$ cat src/rtl/t03_mem_req_arbiter.sv
// rtl/t03_mem_req_arbiter.sv - multi-channel memory request arbiter with ack/timeout completion
//
// Arbitrates NUM_CH latched requesters onto one ack-handshaked memory bus.
// Ports:
//   clk, rst                     clock, synchronous active-high reset
//   req_valid/write/addr/wdata/be per-channel request fields (packed, ch i at i*W)
//   req_done, req_err            one-cycle completion / timeout pulses
//   stall                        requester freeze, req_valid & ~req_done
//   rdata                        last successfully read data
//   mem_ack, mem_rdata           bus response
//   mem_read/write/addr/wdata/be registered bus request
//   grant_id                     channel currently owning the bus
module t03_mem_req_arbiter #(
  parameter int NUM_CH      = 2,
  parameter int ADDR_W      = 32,
  parameter int DATA_W      = 32,
  parameter int RR_MODE     = 0,
  parameter int TIMEOUT_CYC = 255
) (
  input  logic                         clk,
  input  logic                         rst,
  input  logic [NUM_CH-1:0]            req_valid,
  input  logic [NUM_CH-1:0]            req_write,
  input  logic [NUM_CH*ADDR_W-1:0]     req_addr,
  input  logic [NUM_CH*DATA_W-1:0]     req_wdata,
  input  logic [NUM_CH*DATA_W/8-1:0]   req_be,
  output logic [NUM_CH-1:0]            req_done,
  output logic [NUM_CH-1:0]            req_err,
  output logic [NUM_CH-1:0]            stall,
  output logic [DATA_W-1:0]            rdata,
  input  logic                         mem_ack,
  input  logic [DATA_W-1:0]            mem_rdata,
  output logic                         mem_read,
  output logic                         mem_write,
  output logic [ADDR_W-1:0]            mem_addr,
  output logic [DATA_W-1:0]            mem_wdata,
  output logic [DATA_W/8-1:0]          mem_be,
  output logic [$clog2(NUM_CH)-1:0]    grant_id
);

  localparam int ID_W  = $clog2(NUM_CH);
  localparam int BE_W  = DATA_W / 8;
  localparam int CNT_W = (TIMEOUT_CYC > 1) ? $clog2(TIMEOUT_CYC) : 1;

  typedef enum logic [1:0] {S_IDLE, S_BUSY, S_DONE} state_t;

  state_t           state, state_nxt;
  logic [ID_W-1:0]  rr_ptr;
  logic [CNT_W-1:0] cnt;
  logic             err_flag;
  logic [ID_W-1:0]  win_id;
  logic             win_found;
  logic             timeout_hit;
  int               rr_idx;

  // Winner selection. Fixed mode scans downward so the lowest set index is
  // the last assignment; round-robin scans upward from the slot after the
  // previous winner and keeps the first hit.
  always_comb begin
    win_id    = '0;
    win_found = 1'b0;
    rr_idx    = 0;
    if (RR_MODE != 0) begin
      for (int k = 1; k <= NUM_CH; k++) begin
        rr_idx = (int'(rr_ptr) + k) % NUM_CH;
        if (!win_found && req_valid[ID_W'(rr_idx)]) begin
          win_found = 1'b1;
          win_id    = ID_W'(rr_idx);
        end
      end
    end else begin
      for (int i = NUM_CH - 1; i >= 0; i--) begin
        if (req_valid[ID_W'(i)]) begin
          win_found = 1'b1;
          win_id    = ID_W'(i);
        end
      end
    end
  end

  assign timeout_hit = (TIMEOUT_CYC != 0) && (cnt == CNT_W'(TIMEOUT_CYC - 1));

  always_ff @(posedge clk) begin
    if (rst) state <= S_IDLE;
    else     state <= state_nxt;
  end

  always_comb begin
    state_nxt = state;
    case (state)
      S_IDLE:  if (win_found) state_nxt = S_BUSY;
      S_BUSY:  if (mem_ack || timeout_hit) state_nxt = S_DONE;
      S_DONE:  state_nxt = S_IDLE;
      default: state_nxt = S_IDLE;
    endcase
  end

  // Completion pulses are decoded from the DONE state so they vanish
  // immediately on reset without needing their own registers.
  always_comb begin
    req_done = '0;
    req_err  = '0;
    if (state == S_DONE) begin
      req_done[grant_id] = 1'b1;
      req_err[grant_id]  = err_flag;
    end
  end

  assign stall = req_valid & ~req_done;

  always_ff @(posedge clk) begin
    if (rst) begin
      mem_read  <= 1'b0;
      mem_write <= 1'b0;
      mem_addr  <= '0;
      mem_wdata <= '0;
      mem_be    <= '0;
      grant_id  <= '0;
      rdata     <= '0;
      rr_ptr    <= ID_W'(NUM_CH - 1);
      cnt       <= '0;
      err_flag  <= 1'b0;
    end else begin
      case (state)
        S_IDLE: begin
          if (win_found) begin
            grant_id  <= win_id;
            mem_addr  <= req_addr[int'(win_id)*ADDR_W +: ADDR_W];
            mem_wdata <= req_wdata[int'(win_id)*DATA_W +: DATA_W];
            mem_be    <= req_be[int'(win_id)*BE_W +: BE_W];
            mem_write <= req_write[win_id];
            mem_read  <= ~req_write[win_id];
            cnt       <= '0;
            err_flag  <= 1'b0;
            if (RR_MODE != 0) rr_ptr <= win_id;
          end
        end
        S_BUSY: begin
          // Ack is checked first so an ack on the last allowed cycle wins.
          if (mem_ack) begin
            if (mem_read) rdata <= mem_rdata;
            mem_read  <= 1'b0;
            mem_write <= 1'b0;
          end else if (timeout_hit) begin
            mem_read  <= 1'b0;
            mem_write <= 1'b0;
            err_flag  <= 1'b1;
          end else begin
            cnt <= cnt + 1'b1;
          end
        end
        S_DONE: begin
          cnt      <= '0;
          err_flag <= 1'b0;
        end
        default: ;
      endcase
    end
  end

endmodule

$ cat config.mk
export PLATFORM = sky130hd
export DESIGN_NAME = t03_mem_req_arbiter
export DESIGN_NICKNAME = d
export VERILOG_FILES = /design/src/rtl/t03_mem_req_arbiter.sv
export SDC_FILE = /design/constraint.sdc
export NUM_CORES = 1
export LEC_CHECK = 0
export ABC_CLOCK_PERIOD_IN_PS = 2700
export BUFFER_PORTS_ARGS = -buffer_cell sky130_fd_sc_hd__buf_2
export CAP_MARGIN = 0
export CELL_PAD_IN_SITES_DETAIL_PLACEMENT = 1
export CELL_PAD_IN_SITES_GLOBAL_PLACEMENT = 2
export CORE_ASPECT_RATIO = 2
export CORE_MARGIN = 10
export CORE_UTILIZATION = 22
export CTS_CLUSTER_DIAMETER = 40
export CTS_CLUSTER_SIZE = 8
export DETAILED_ROUTE_END_ITERATION = 10
export PLACE_DENSITY_LB_ADDON = 0.08
export SKIP_CTS_REPAIR_TIMING = 1
export SLEW_MARGIN = 30
export SYNTH_ARGS = -nofsm -noshare
export SYNTH_HDL_FRONTEND = slang
export SYNTH_SLANG_ARGS = --single-unit
$ cat constraint.sdc
create_clock -name clk -period 2.7 [get_ports clk]
set_input_delay 0.27 -clock clk [delete_from_list [all_inputs] [get_ports clk]]
set_output_delay 0.27 -clock clk [all_outputs]
set_load 0.05 [all_outputs]
==> reports/metrics.csv <==
metric,value,unit
startpoint_type,flip-flop,
syn_to_final_growth,44.3,%
status,"complete, no violations",
place_congestion,0.689,
whs,0.0915,ns
htreeDepth,4,
worstPathMaxFanout,14,
maxSlewHeadroom,58.5,%
powerDensity,810,mW/mm²
fmax,497,MHz
die_y,215,µm
synth_cell_types,32,
hpwlAfterDp,12.3,mm
nets,892,
finalSetupTns,0,ns
grt_max_degree,70,
path_clk_slew,0.06,ns
hold_violations,0,
vias,4198,
cts-buffers-inserted,17,
synth-warning-count,0,
drcViolationCount,0,
first_iter_violations,148,
synth.top_cells.by_area,"dfxtp_1 54%, nand2_1 19%, a21oi_1 13%",
clock_latency,0.41,ns
detail_route.wl_per_cell,16.5,µm
vias_per_cell,4.26,
synth_area,0.00418,mm²
cp.arrival,1.74,ns
ios,284,
synth-edff-count,0,
slew_viol_final,0,
endpoint_kind,output port,
syn_inst,520,
initial_core_util,22.3,%
globalRoute.totalOverflow,0,
clockBufferDepth,2,
fin_crit,2.01,ns
vdd_ir_drop_max,348,µV
yosysTopAreaCell,dfxtp_1,
die_x,117,µm
cp_data_required_time,2.43,ns
dpl.cell_count,951,
grtUsageTotal,12.8,%
ys_ff_latch,113,
final-setup-viol-count,0,
ctsRootBufferMaster,clkbuf_16,
clkSinkCount,113,
p_leak,2.74,nW
fin_worst_skew,0.00885,ns
hold_class,in2reg,
wl,16.2,mm
coreArea,0.0187,mm²
io_buffer_count,209,
rsz0062_at_grt,false,
fin_cells,985,
critical_path_class,reg2out,
drtPass1Iterations,4,
synthArstFlopShare,0,%
synth_seq_area_share,54.2,%
yosysTopAreaCellShare,54.2,%
grt_pass1_vias,4441,
grt_pass1_wl,25.7,mm
ant_nets,0,
antenna_found_initial,2,
maxCapViolCount,0,
row_count,71,
drive_gt1_share,35.0,%
synth_area_per_cell,8.03,µm²
die_area,0.0252,mm²
fin_crit_sh,74.5,%
cts_tree,yes,
synthFlopType,dfxtp_1,
worst_slew_pin_slew,0.623,ns
flip-flops by register name (all words and copies together) (netlist names):
register   flops
err_flag       1
cnt            8
mem_addr      32
mem_wdata     32
mem_write      1
mem_be         4
mem_read       1
rdata         32
state          2
routing by layer:
metal / share of wire [%] / vias to the layer above / track usage, %
met5: 0.080 / - / 0
met4: 1.4 / 2 / 4.99
met3: 8.0 / 13 / 5.99
met2: 53 / 145 / 22.8
met1: 38 / 1945 / 12.6
li1: - / 2093 / -
power breakdown:
group	switching [mW]	internal [mW]
sequential	0.0485	1.76
clock	0.787	1.52
combinational	0.573	0.194
layout by cell type, fill, tap and decap left out, types with 4 or more instances in the layout:
master	n
mux2i_1	4
buf_2	208
clkinv_2	4
a31oi_1	4
nand2b_1	4
a211oi_2	4
a21oi_1	105
dfxtp_1	113
nand2_1	208
nor2b_1	4
nor2_1	5
buf_4	7
clkbuf_16	17
path summary, 6_finish.rpt:
check	start	end	slack (ns)	depth (start not counted)
setup / recovery	state[1]$_SDFFE_PP0P_	req_err[0]	0.69	3
hold / removal	mem_rdata[25]	rdata[25]$_SDFFE_PP0P_	0.09	3
setup reg to reg	cnt[0]$_SDFFE_PP0P_	cnt[0]$_SDFFE_PP0P_	0.91	5
hold reg to reg	mem_be[1]$_SDFFE_PP0N_	mem_be[1]$_SDFFE_PP0N_	0.45	2
synth_stat cells, drive strengths merged, types with 2 or more instances:
library cell  instances
a211oi                6
buf                  29
mux2i                 4
ha                    2
clkbuf               13
a311oi                2
nor2b                 4
nor2                  6
or3b                  2
a31oi                 4
nand2               208
nor3                  3
nand2b                4
dfxtp               113
and4                  3
and2                  2
a21oi               105
through the flow:
step | worst slack [ns] | instance area [µm²] | power (mW) | util, %
6_report | 0.690 | 6030 | 4.88 | 32.1
4_1_cts | 0.585 | 6020 | 4.99 | 32.1
3_5_place_dp | 0.899 | 5410 | 2.63 | 28.9
5_1_grt | 0.505 | 6020 | 5.12 | 32.1
3_3_place_gp | 0.931 | 5410 | 2.62 | 28.9
2_1_floorplan | 0.560 | 4180 | 2.38 | -
critical path: stages, from the launching register on:
cell and delay, ns:
dfxtp_1 0.63, nor2b_1 0.29, and2_1 0.15, buf_2 0.26
cell type report:
class / count / area (µm²)
Sequential cell: 113 / 2260
Timing Repair Buffer: 216 / 1110
Inverter: 1 / 3.75
Clock inverter: 10 / 133
Fill cell: 2341 / 12700
Tap cell: 255 / 319
Antenna cell: 2 / 5.00
Multi-Input combinational cell: 366 / 1720
Clock buffer: 22 / 474
cell families (layout without fill, tap and decap cells):
group                      Yosys count  count (layout)  synth area share [%]
buffers and inverters               43             249                  5.06
muxes                                4               4                 0.959
adders and majority gates            2               2                 0.599
DFF                                113             113                  54.2
other                                1               5                0.0898
AOI/OAI and AO/OA                  119             119                  15.8
and+or+nand+nor                    238             238                  23.4
No activity file was read; power rests on OpenSTA's default activity.
